## src/rtl/frame_defs.sv

```systemverilog
// Shared definitions for the nibble frame receiver: state encoding, default sync
// nibble and error-counter width.
package frame_defs;

    typedef enum logic [1:0] {
        HUNT  = 2'd0,
        DATA  = 2'd1,
        CHECK = 2'd2
    } state_e;

    localparam logic [3:0]  SYNC_DEFAULT = 4'b1011;
    localparam int unsigned ERR_CNT_W    = 8;

endpackage

```

## src/rtl/bit_slot_counter.sv

```systemverilog
// Two-bit bit-slot counter; flags the last bit of each nibble slot while counting.
module bit_slot_counter (
    input  logic clock,
    input  logic clear,
    input  logic load,
    input  logic enable,
    output logic boundary
);

    logic [1:0] bit_cnt_q, bit_cnt_d;

    always_comb begin
        bit_cnt_d = bit_cnt_q;
        if (load) begin
            bit_cnt_d = 2'd0;
        end else if (enable) begin
            bit_cnt_d = bit_cnt_q + 2'd1;
        end
    end

    always_ff @(posedge clock or posedge clear) begin
        if (clear) begin
            bit_cnt_q <= 2'd0;
        end else begin
            bit_cnt_q <= bit_cnt_d;
        end
    end

    assign boundary = enable && !load && (bit_cnt_q == 2'd3);

endmodule

```

## src/rtl/nibble_frame_receiver.sv

```systemverilog
// Sync-hunting nibble framer with miss flywheel fed by a 4-bit shift register.
// Define ERR_COUNT_EN to add the saturating err_cnt sync-miss counter.
module nibble_frame_receiver
    import frame_defs::*;
#(
    parameter logic [3:0]  SYNC          = SYNC_DEFAULT,
    parameter int unsigned FRAME_NIBBLES = 2,
    parameter int unsigned MAX_MISS      = 2
) (
    input  logic                 clock,
    input  logic                 clear,
    input  logic                 Q0,
    input  logic                 Q1,
    input  logic                 Q2,
    input  logic                 Q3,
    output logic [3:0]           data,
    output logic                 data_valid,
    output logic                 locked,
`ifdef ERR_COUNT_EN
    output logic                 sync_miss,
    output logic [ERR_CNT_W-1:0] err_cnt
`else
    output logic                 sync_miss
`endif
);

    localparam logic [3:0] LAST_NIB   = 4'(FRAME_NIBBLES - 1);
    localparam logic [2:0] MISS_LIMIT = 3'(MAX_MISS);

    state_e     state_q, state_d;
    logic [3:0] nib_cnt_q, nib_cnt_d;
    logic [2:0] miss_cnt_q, miss_cnt_d;
    logic [3:0] data_q, data_d;
    logic       data_valid_q, data_valid_d;
    logic       locked_q, locked_d;
    logic       sync_miss_q, sync_miss_d;

    logic [3:0] nibble;
    logic       in_hunt;
    logic       boundary;

    assign nibble  = {Q3, Q2, Q1, Q0};
    assign in_hunt = (state_q == HUNT);

    // Held at zero while hunting so the first slot starts right after the sync edge.
    bit_slot_counter u_bit_slot_counter (
        .clock    (clock),
        .clear    (clear),
        .load     (in_hunt),
        .enable   (!in_hunt),
        .boundary (boundary)
    );

    always_comb begin
        state_d      = state_q;
        nib_cnt_d    = nib_cnt_q;
        miss_cnt_d   = miss_cnt_q;
        data_d       = data_q;
        data_valid_d = 1'b0;
        sync_miss_d  = 1'b0;

        case (state_q)
            HUNT: begin
                if (nibble == SYNC) begin
                    state_d    = DATA;
                    nib_cnt_d  = 4'd0;
                    miss_cnt_d = 3'd0;
                end
            end
            DATA: begin
                if (boundary) begin
                    data_d       = nibble;
                    data_valid_d = 1'b1;
                    if (nib_cnt_q == LAST_NIB) begin
                        state_d   = CHECK;
                        nib_cnt_d = 4'd0;
                    end else begin
                        nib_cnt_d = nib_cnt_q + 4'd1;
                    end
                end
            end
            CHECK: begin
                if (boundary) begin
                    if (nibble == SYNC) begin
                        miss_cnt_d = 3'd0;
                        state_d    = DATA;
                    end else begin
                        sync_miss_d = 1'b1;
                        miss_cnt_d  = miss_cnt_q + 3'd1;
                        if (miss_cnt_d == MISS_LIMIT) begin
                            state_d    = HUNT;
                            miss_cnt_d = 3'd0;
                        end else begin
                            state_d = DATA;
                        end
                    end
                end
            end
            default: begin
                state_d = HUNT;
            end
        endcase

        locked_d = (state_d != HUNT);
    end

    always_ff @(posedge clock or posedge clear) begin
        if (clear) begin
            state_q      <= HUNT;
            nib_cnt_q    <= 4'd0;
            miss_cnt_q   <= 3'd0;
            data_q       <= 4'd0;
            data_valid_q <= 1'b0;
            locked_q     <= 1'b0;
            sync_miss_q  <= 1'b0;
        end else begin
            state_q      <= state_d;
            nib_cnt_q    <= nib_cnt_d;
            miss_cnt_q   <= miss_cnt_d;
            data_q       <= data_d;
            data_valid_q <= data_valid_d;
            locked_q     <= locked_d;
            sync_miss_q  <= sync_miss_d;
        end
    end

    assign data       = data_q;
    assign data_valid = data_valid_q;
    assign locked     = locked_q;
    assign sync_miss  = sync_miss_q;

`ifdef ERR_COUNT_EN
    logic [ERR_CNT_W-1:0] err_cnt_q, err_cnt_d;

    always_comb begin
        err_cnt_d = err_cnt_q;
        if (sync_miss_d && (err_cnt_q != {ERR_CNT_W{1'b1}})) begin
            err_cnt_d = err_cnt_q + 1'b1;
        end
    end

    always_ff @(posedge clock or posedge clear) begin
        if (clear) begin
            err_cnt_q <= '0;
        end else begin
            err_cnt_q <= err_cnt_d;
        end
    end

    assign err_cnt = err_cnt_q;
`endif

endmodule

```

## config.mk

```make
export PLATFORM = sky130hd
export DESIGN_NAME = nibble_frame_receiver
export DESIGN_NICKNAME = d
export VERILOG_FILES = /design/src/rtl/frame_defs.sv /design/src/rtl/bit_slot_counter.sv /design/src/rtl/nibble_frame_receiver.sv
export SDC_FILE = /design/constraint.sdc
export NUM_CORES = 1
export LEC_CHECK = 0
export CAP_MARGIN = 20
export CELL_PAD_IN_SITES_DETAIL_PLACEMENT = 1
export CELL_PAD_IN_SITES_GLOBAL_PLACEMENT = 1
export CORE_MARGIN = 2
export CORE_UTILIZATION = 44
export DETAILED_ROUTE_END_ITERATION = 6
export PLACE_DENSITY_LB_ADDON = 0.1
export SYNTH_ARGS = -nofsm -noshare
export SYNTH_HDL_FRONTEND = slang
export SYNTH_HIERARCHICAL = 1
export SYNTH_SLANG_ARGS = --single-unit
```

## constraint.sdc

```tcl
create_clock -name clock -period 4.5 [get_ports clock]
set_input_delay 0.675 -clock clock [delete_from_list [all_inputs] [get_ports clock]]
set_output_delay 0.675 -clock clock [all_outputs]
set_load 0.01 [all_outputs]
```

Word-level counts from Yosys, hierarchy flattened

Index checks and enable logic that the tools add are counted.
W data, S select, Z words.

Logic and storage cells: 51
Output and inout port bits: 7
Register bits after elaboration: 18
Bits of input ports: 6

Mux-type cells: 22
Equality and inequality tests: 9
Reduce and logical (&&, ||, !) cells: 9
Add/subtract/negate cells: 3

Operators with widths:

| operator              | count |
|---|---|
| $mux W3               | 4 |
| $mux W4               | 3 |
| $mux W2               | 5 |
| $pmux W4 S2           | 1 |
| $mux W1               | 7 |
| $ne A2 B2 Y1 const B  | 3 |
| $pmux W2 S3           | 1 |
| $pmux W3 S2           | 1 |
| $reduce_and A3 Y1     | 2 |
| $reduce_bool A2 Y1    | 3 |
| $add A4 B1 Y4 const B | 1 |
| $eq A2 B2 Y1 const B  | 2 |
| $eq A4 B1 Y1 const B  | 1 |
| $eq A4 B4 Y1 const B  | 1 |
| $add A3 B1 Y3 const B | 1 |
| $eq A3 B2 Y1 const B  | 1 |
| $add A2 B1 Y2 const B | 1 |
| $eq A2 B1 Y1 const B  | 1 |
| $logic_not A2 Y1      | 1 |
| $reduce_and A2 Y1     | 1 |
| $logic_and A1 B1 Y1   | 1 |
| $logic_not A1 Y1      | 1 |

Longest topological paths before layout

Gate-level depths: netlist of run 1.

Word-level depth: 7
Mapped depth: 9
Depth with buffers taken out: 7

Modules after synthesis

The synthesis of run 1 kept the hierarchy.

Modules (own cells, without submodules):

| module                | area each (um^2) | times used | sequential area each (um^2) | cells each |
|---|---|---|---|---|
| nibble_frame_receiver | 878.3            | 1          | 400.4                       | 88 |
| bit_slot_counter      | 100.1            | 1          | 50.0                        | 10 |

Least setup slack after synthesis of run 1

No wires, ideal clock.

Path type: register to register
From: reg state_q[0]
To: reg miss_cnt_q[0]
Cell stages (with the launch flop): 9
Setup slack: 2802 ps
Clock period less this slack: 1698 ps
Setup time: 78 ps
Buffers on the path: 2
Data required time: 4422 ps
Data arrival time: 1620 ps
Path through: dfrtp_1 -> or2_0 -> buf_2 -> inv_1 -> nor2_1 -> buf_6 -> or3b_1 -> o22ai_2 -> o2bb2ai_1

Word-level cells in the longest chain between the ends: 5
Elaborated cells between the ends (all ways): 9

RTL lines:

| what                               | line                                                | RTL |
|---|---|---|
| start, declared                    | nibble_frame_receiver.sv:30                         | `state_e state_q, state_d;` |
| start signal, assigned             | nibble_frame_receiver.sv:117                        | `state_q <= state_d;` |
| $logic_not A2 Y1                   | nibble_frame_receiver.sv:43                         | `assign in_hunt = (state_q == HUNT);` |
| named net in_hunt                  | nibble_frame_receiver.sv:39                         | `logic in_hunt;` |
| $logic_not A1 Y1                   | bit_slot_counter.sv:29, nibble_frame_receiver.sv:50 |  |
| $logic_and A1 B1 Y1                | bit_slot_counter.sv:29                              | `assign boundary = enable && !load && (bit_cnt_q == 2'd3);` |
| named net boundary                 | nibble_frame_receiver.sv:40                         | `logic boundary;` |
| $ne A2 B2 Y1 (no source line)      | n/a                                                 |  |
| $reduce_and A3 Y1 (no source line) | n/a                                                 |  |
| end signal, assigned               | nibble_frame_receiver.sv:119                        | `miss_cnt_q <= miss_cnt_d;` |
| end, declared                      | nibble_frame_receiver.sv:32                         | `logic [2:0] miss_cnt_q, miss_cnt_d;` |

The timed path passes the listed nets, and every way through them passes these cells.
A chain may end at the register's enable or synchronous reset.

Final worst setup path of run 1

From: reg state_q[0]
To: reg miss_cnt_q[2]

Same word-level chain as after synthesis.

==> results.md, run 1 <==
* Worst Skew at 0.0112 ns
* Total track usage at 0.193
* Netlist cell types at 34
* Post-synthesis sequential area ratio at 0.460
* Cell Pwr Density at 547 mW/mm2
* Worst-path clk slew at 0.11 ns
* Vias at 759
* Main synth FF type: dfrtp_1
* Mean Syn Cell Area at 9.98 um2
* Synth warnings at 6
* Port bufs at 12
* Buf/Inv on CP at 1
* Fraction of layout cells with a size suffix above 1 at 0.0826
* Drt first pass iters at 4
* Fin. max-slew vios at 0
* Core area at 0.00215 mm2
* CTS tree: yes
* Die ar. at 0.00262 mm2
* Critical path launch point type: flop
* Worst-Margin Slew at 0.822 ns
* Uppermost layer routed: met4
* Crit share post-route at 0.576
* Async S/R FF share, synth at 1.00
* Post-CTS Setup Repair Bufs at 0
* Post-synthesis instance area at 978 um2
* FF+latch count, synth at 18
* Final setup violation count at 0
* Post-DR wirelength/cell at 15.6 um
* Post-route minimum period at 2.59 ns
* Crit path arrival time at 2.78 ns
* Leakage at 0.531 nW
* Gpl congestion at 0.750
* CTS resizes at 0
* Crit-path cells: or2_0 > inv_1 > nor2_1 > nand3b_1 > a22o_1 > a21o_1
* Max Freq at 386 MHz
* TNS Setup at 0 ns
* Drt total wl at 2130 um
* Hold-fix buffers, CTS at 0
* Layout Nets at 121
* Diodes inserted at 0
* Number of flops mapped to enable cells by yosys at 0
* Type of the worst min-delay path: flop to flop
* Initial cell density of the core at 0.455
* Hold endpoint: data[3]
* Max-cap violations at 0
* Crit-path max cell delay at 0.66 ns
* First-pass GRT wire length at 3590 um
* RSZ-0062 raised after global routing: false
* Synthesis-to-layout area growth at 15.5%
* Wl on met1 at 938 um
* CP max stage cell: nor2_1
* Final antenna-violating net count at 0
* Die W at 51.2 um
* Die height at 51.2 um
* Reg2Reg Depth at 6
* CTS Buf Count at 3
* Clock Sinks at 18
* Most frequent cells in the layout: 18 x nand2_1, 18 x dfrtp_1, 12 x clkdlybuf4s50_1, 7 x inv_1, 6 x nor2_1
* VDD IR max at 331 uV
* Status: finished clean
* Vias per cell at 5.54
* Final hold violation count at 0
* GR Overflow Total at 0
* Clock root buffer: clkbuf_4
* Critical R2R Launch: state_q[0]
* Filler cell count at 252
* CTS H-Tree Depth at 1
* Largest net degree at the start of global routing at 17
* Crit. End Element: flop
* Initial antenna violation count at 0
* Met2 wire len at 1070 um
* Setup CP Type: flop to flop
* Hold path cells at 2
* Worst Hold Launch: data[3]
* R2r endpoint: miss_cnt_q[2]
* Post-route insts no fill at 137
* Clk_lat worst skew at 0.30 ns
* Ports at 13
* Syn nets at 109
* FP Rows at 17
* Vias in the first global route at 757
* Met3 wire length at 89 um
* Detail Placement HPWL at 1550 um
* Data required, critical path at 4.69 ns
* Top Family by Delay on Critical Path: simple AND/OR/NAND/NOR gates
* Max Root-Sink Buffers at 2
* DRC Markers at 0
* R2R Setup Slk at 1.91 ns
* 1st-iter DRT viols at 10
* Placed cell count at 133
* CP Max Fanout at 13
* Cells after Synth at 98
* Slew HR at 0.450
## worst min-delay path, cell delays in order, from the launching register on
cell and delay [ns]:
dfrtp_1 0.36, nand2_1 0.06, nand2_1 0.06
## metal layers
metal  vias up  track usage
li1        362            -
met1       370        0.235
met2        23        0.318
met3         4       0.0351
met4         0        0.108
met5         -            0
## cell type report
class | count | area [um2] | area share
inverter | 8 | 30.0 | 0.0266
clock buffer | 4 | 36.3 | 0.0321
tap | 28 | 35.0 | 0.0310
multi-input combinational | 67 | 458 | 0.405
timing repair buffer | 12 | 120 | 0.106
sequential | 18 | 450 | 0.399
## how the worst max path moves through the flow
stage | to | cells after the start | start | slack (ns)
2_1_floorplan | miss_cnt_q[0] | 8 | state_q[0] | 2.80
3_3_place_gp | nib_cnt_q[3] | 6 | state_q[0] | 2.04
3_5_place_dp | miss_cnt_q[2] | 6 | state_q[0] | 1.91
4_1_cts | miss_cnt_q[2] | 6 | state_q[0] | 1.91
5_1_grt | nib_cnt_q[1] | 7 | state_q[0] | 1.60
6_report | miss_cnt_q[2] | 6 | state_q[0] | 1.91
## sequential cells by signal (all words and copies together) (netlist names)
register                      flops
data                              4
sync_miss                         1
data_valid                        1
locked                            1
state_q                           2
nib_cnt_q                         4
miss_cnt_q                        3
u_bit_slot_counter/bit_cnt_q      2
## cell usage after synthesis (2+ instances only)
master | instances | area (um2)
nand4b_1 | 2 | 17.5
xnor2_1 | 2 | 17.5
nor2_1 | 6 | 22.5
o21ai_0 | 3 | 15.0
nand2b_1 | 2 | 12.5
dfrtp_1 | 18 | 450
ha_1 | 5 | 62.6
a22o_1 | 4 | 35.0
nand2_1 | 18 | 67.6
o2bb2ai_1 | 2 | 17.5
a21oi_1 | 2 | 10.0
nor3_1 | 2 | 10.0
buf_6 | 2 | 22.5
o22ai_1 | 3 | 18.8
buf_2 | 2 | 10.0
inv_1 | 7 | 26.3
## power by group
group          total [W]  switching (W)  internal, W
Sequential      0.000275      0.0000562     0.000219
Clock           0.000100      0.0000510    0.0000494
Combinational   0.000242       0.000118     0.000124
## through the flow
| step | area (um2) | setup WS (ns) | hold WS [ns] | utilization | power, W |
|---|---|---|---|---|---|
| floorplan | 978 | 2.80 | 0.416 | - | 0.000437 |
| global placement | 1090 | 2.04 | 0.463 | 0.509 | 0.000508 |
| detailed placement | 1090 | 1.91 | 0.486 | 0.509 | 0.000523 |
| CTS | 1130 | 1.91 | 0.510 | 0.526 | 0.000628 |
| global route | 1130 | 1.60 | 0.529 | 0.526 | 0.000664 |
| finish | 1130 | 1.91 | 0.502 | 0.526 | 0.000618 |
## cells by family after synthesis
logic type | synth area share
and+or+nand+nor | 0.221
AOI/OAI and AO/OA | 0.143
DFF | 0.460
buffers and inverters | 0.0716
adders and majority gates | 0.0639
xor gates and xnor gates | 0.0179
muxes | 0.0217
Note: power is estimated with default switching activity, not from simulation.
==> run 2: changes to the inputs <==
--- a/config.mk
+++ b/config.mk
@@ -9,7 +9,7 @@
 export CELL_PAD_IN_SITES_DETAIL_PLACEMENT = 1
 export CELL_PAD_IN_SITES_GLOBAL_PLACEMENT = 1
 export CORE_MARGIN = 2
-export CORE_UTILIZATION = 44
+export CORE_UTILIZATION = 41
 export DETAILED_ROUTE_END_ITERATION = 6
 export PLACE_DENSITY_LB_ADDON = 0.1
 export SYNTH_ARGS = -nofsm -noshare
==> constraint.sdc (replaced) <==
create_clock -name clock -period 2.6 [get_ports clock]
set_input_delay 0.39 -clock clock [delete_from_list [all_inputs] [get_ports clock]]
set_output_delay 0.39 -clock clock [all_outputs]
set_load 0.01 [all_outputs]
==> run 2 against run 1 <==
Clock power rose by 74%. Sequential power rose by 73%. Critical path depth rose by 1. Fmax rose by 19%. Core utilization is 1.7 points lower. Worst setup slack lost 1.5 ns. Total power increased by 73%. Combinational power increased by 73%. Clock-buffer cell count did not move. Sequential share of layout area down 0.26 points. Routed wire length down 5.2%.
==> results.md, run 2 (synthesis gave the netlist of run 1 again) <==
* Clock root buffer: clkbuf_4 (unchanged)
* Initial cell density of the core at 0.438 (was 0.455)
* Reg2Reg Depth at 7 (was 6)
* Die ar. at 0.00279 mm2 (was 0.00262 mm2)
* Util after Layout at 0.509 (was 0.526)
* Vias at 747 (was 759)
* Worst Skew at 0.00750 ns (was 0.0112 ns)
* Core area at 0.00223 mm2 (was 0.00215 mm2)
* Internal Power at 0.000683 W (was 0.000392 W)
* Fraction of layout cells with a size suffix above 1 at 0.0909 (was 0.0826)
* Most frequent cells in the layout: 18 x nand2_1, 18 x dfrtp_1, 12 x clkdlybuf4s50_1, 7 x inv_1, 6 x nor2_1 (unchanged)
* Ports at 13 (unchanged)
* Type of the worst min-delay path: input pin to asynchronous set/reset pin (was flop to flop)
* Slew HR at 0.567 (was 0.450)
* Status: finished clean (unchanged)
* Worst-Margin Slew at 0.648 ns (was 0.822 ns)
* Fin. max-slew vios at 0 (unchanged)
* DRC Markers at 0 (unchanged)
* Crit share post-route at 0.841 (was 0.576)
* Die W at 52.9 um (was 51.2 um)
* Clock Sinks at 18 (unchanged)
* Final hold violation count at 0 (unchanged)
* Synthesis-to-layout area growth at 16.2% (was 15.5%)
* Worst-path clk slew at 0.11 ns (about the same)
* CTS H-Tree Depth at 1 (unchanged)
* Setup CP Type: flop to flop (unchanged)
* Most crowded layer after global routing: met2 (unchanged)
* 1st-iter DRT viols at 8 (was 10)
* Cell Pwr Density at 940 mW/mm2 (was 547 mW/mm2)
* Initial antenna violation count at 0 (unchanged)
* P_sw at 0.000385 W (was 0.000226 W)
* RSZ-0062 raised after global routing: false (unchanged)
* CTS Buf Count at 3 (unchanged)
* Crit path arrival time at 2.42 ns (was 2.78 ns)
* Met3 Resource Use GR at 0.0311 (was 0.0351)
* Logic pwr share at 0.392 (about the same)
* Post-DR wirelength/cell at 14.7 um (was 15.6 um)
* Max-cap violations at 0 (unchanged)
* Crit. End Element: flop (unchanged)
* Diodes inserted at 0 (unchanged)
* Fin Hold WS at 0.267 ns (was 0.502 ns)
* Vias in the first global route at 789 (was 757)
* Final antenna-violating net count at 0 (unchanged)
* Critical path launch point type: flop (unchanged)
* First-pass GRT wire length at 3700 um (was 3590 um)
* CP Max Fanout at 13 (unchanged)
* Reg power frac at 0.445 (was 0.446)
* CTS tree: yes (unchanged)
* CTS resizes at 0 (unchanged)
* VDD IR max at 411 uV (was 331 uV)
* Port bufs at 12 (unchanged)
* Total track usage at 0.182 (was 0.193)
* R2r endpoint: nib_cnt_q[2] (was miss_cnt_q[2])
* GR Overflow Total at 0 (unchanged)
* Hold-fix buffers, CTS at 0 (unchanged)
* Die height at 52.9 um (was 51.2 um)
* Vias per cell at 5.41 (was 5.54)
* Data required, critical path at 2.84 ns (was 4.69 ns)
* Clock network fraction of total power at 0.163 (was 0.162)
* Sw Ratio at 0.361 (was 0.365)
* FP Rows at 17 (unchanged)
* Leakage at 0.536 nW (was 0.531 nW)
* TNS Setup at 0 ns (unchanged)
* Gpl congestion at 0.750 (unchanged)
* Final setup violation count at 0 (unchanged)
* Drt first pass iters at 4 (unchanged)
* Max Freq at 458 MHz (was 386 MHz)
* Critical R2R Launch: state_q[0] (unchanged)
* Largest net degree at the start of global routing at 17 (unchanged)
* R2R Setup Slk at 0.41 ns (was 1.91 ns)
* Post-CTS Setup Repair Bufs at 0 (unchanged)
* Detail Placement HPWL at 1520 um (was 1550 um)
* Drt total wl at 2020 um (was 2130 um)
* Met2 Usage GRT at 0.306 (was 0.318)
* Layout Nets at 122 (was 121)
* Met1 GRT Util at 0.233 (was 0.235)
* Post-route minimum period at 2.19 ns (was 2.59 ns)
* Max Root-Sink Buffers at 2 (unchanged)
* Clk_lat worst skew at 0.29 ns (was 0.30 ns)
run 2: layout make-up:
class                      count  area [um2]
clock buffer                   4        36.3
fill                         264        1100
sequential                    18         450
tap                           28        35.0
multi-input combinational     67         458
timing repair buffer          13         128
inverter                       8        30.0
run 2: power by group through the flow:
stage	sequential, W	clock (W)	combinational (W)
6_report	0.000475	0.000174	0.000419
4_1_cts	0.000478	0.000179	0.000425
3_3_place_gp	0.000476	0	0.000409
2_1_floorplan	0.000469	0	0.000286
3_5_place_dp	0.000481	0	0.000423
5_1_grt	0.000492	0.000196	0.000481
run 2: per-stage QoR:
step / worst slack (ns) / area [um2] / total power, W / std cells
after global routing: 0.225 / 1140 / 0.00117 / 138
after CTS: 0.416 / 1140 / 0.00108 / 138
final: 0.415 / 1140 / 0.00107 / 138
after global placement: 0.553 / 1100 / 0.000886 / 134
after detailed placement: 0.445 / 1100 / 0.000904 / 134
after floorplan: 0.902 / 978 / 0.000756 / 98
run 2: critical path: stages, from the launching register on:
cell,delay (ns)
dfrtp_1,0.59
or2_0,0.41
inv_1,0.13
nor2_1,0.12
buf_4,0.20
nor4bb_1,0.36
a22o_1,0.19
a22o_1,0.13
run 2: metal layers:
metal,up-vias,routed length (um)
met5,-,0
met4,0,16
met3,2,88
met2,16,953
met1,363,964
li1,366,-
run 2: worst max path at each step:
stage,from,endpoint,slack [ns],cells after the start
6_report,state_q[0],nib_cnt_q[2],0.41,7
3_5_place_dp,state_q[0],nib_cnt_q[2],0.45,7
5_1_grt,state_q[0],nib_cnt_q[2],0.23,7
3_3_place_gp,state_q[0],nib_cnt_q[3],0.55,7
4_1_cts,state_q[0],nib_cnt_q[2],0.42,7
2_1_floorplan,state_q[0],miss_cnt_q[0],0.90,8
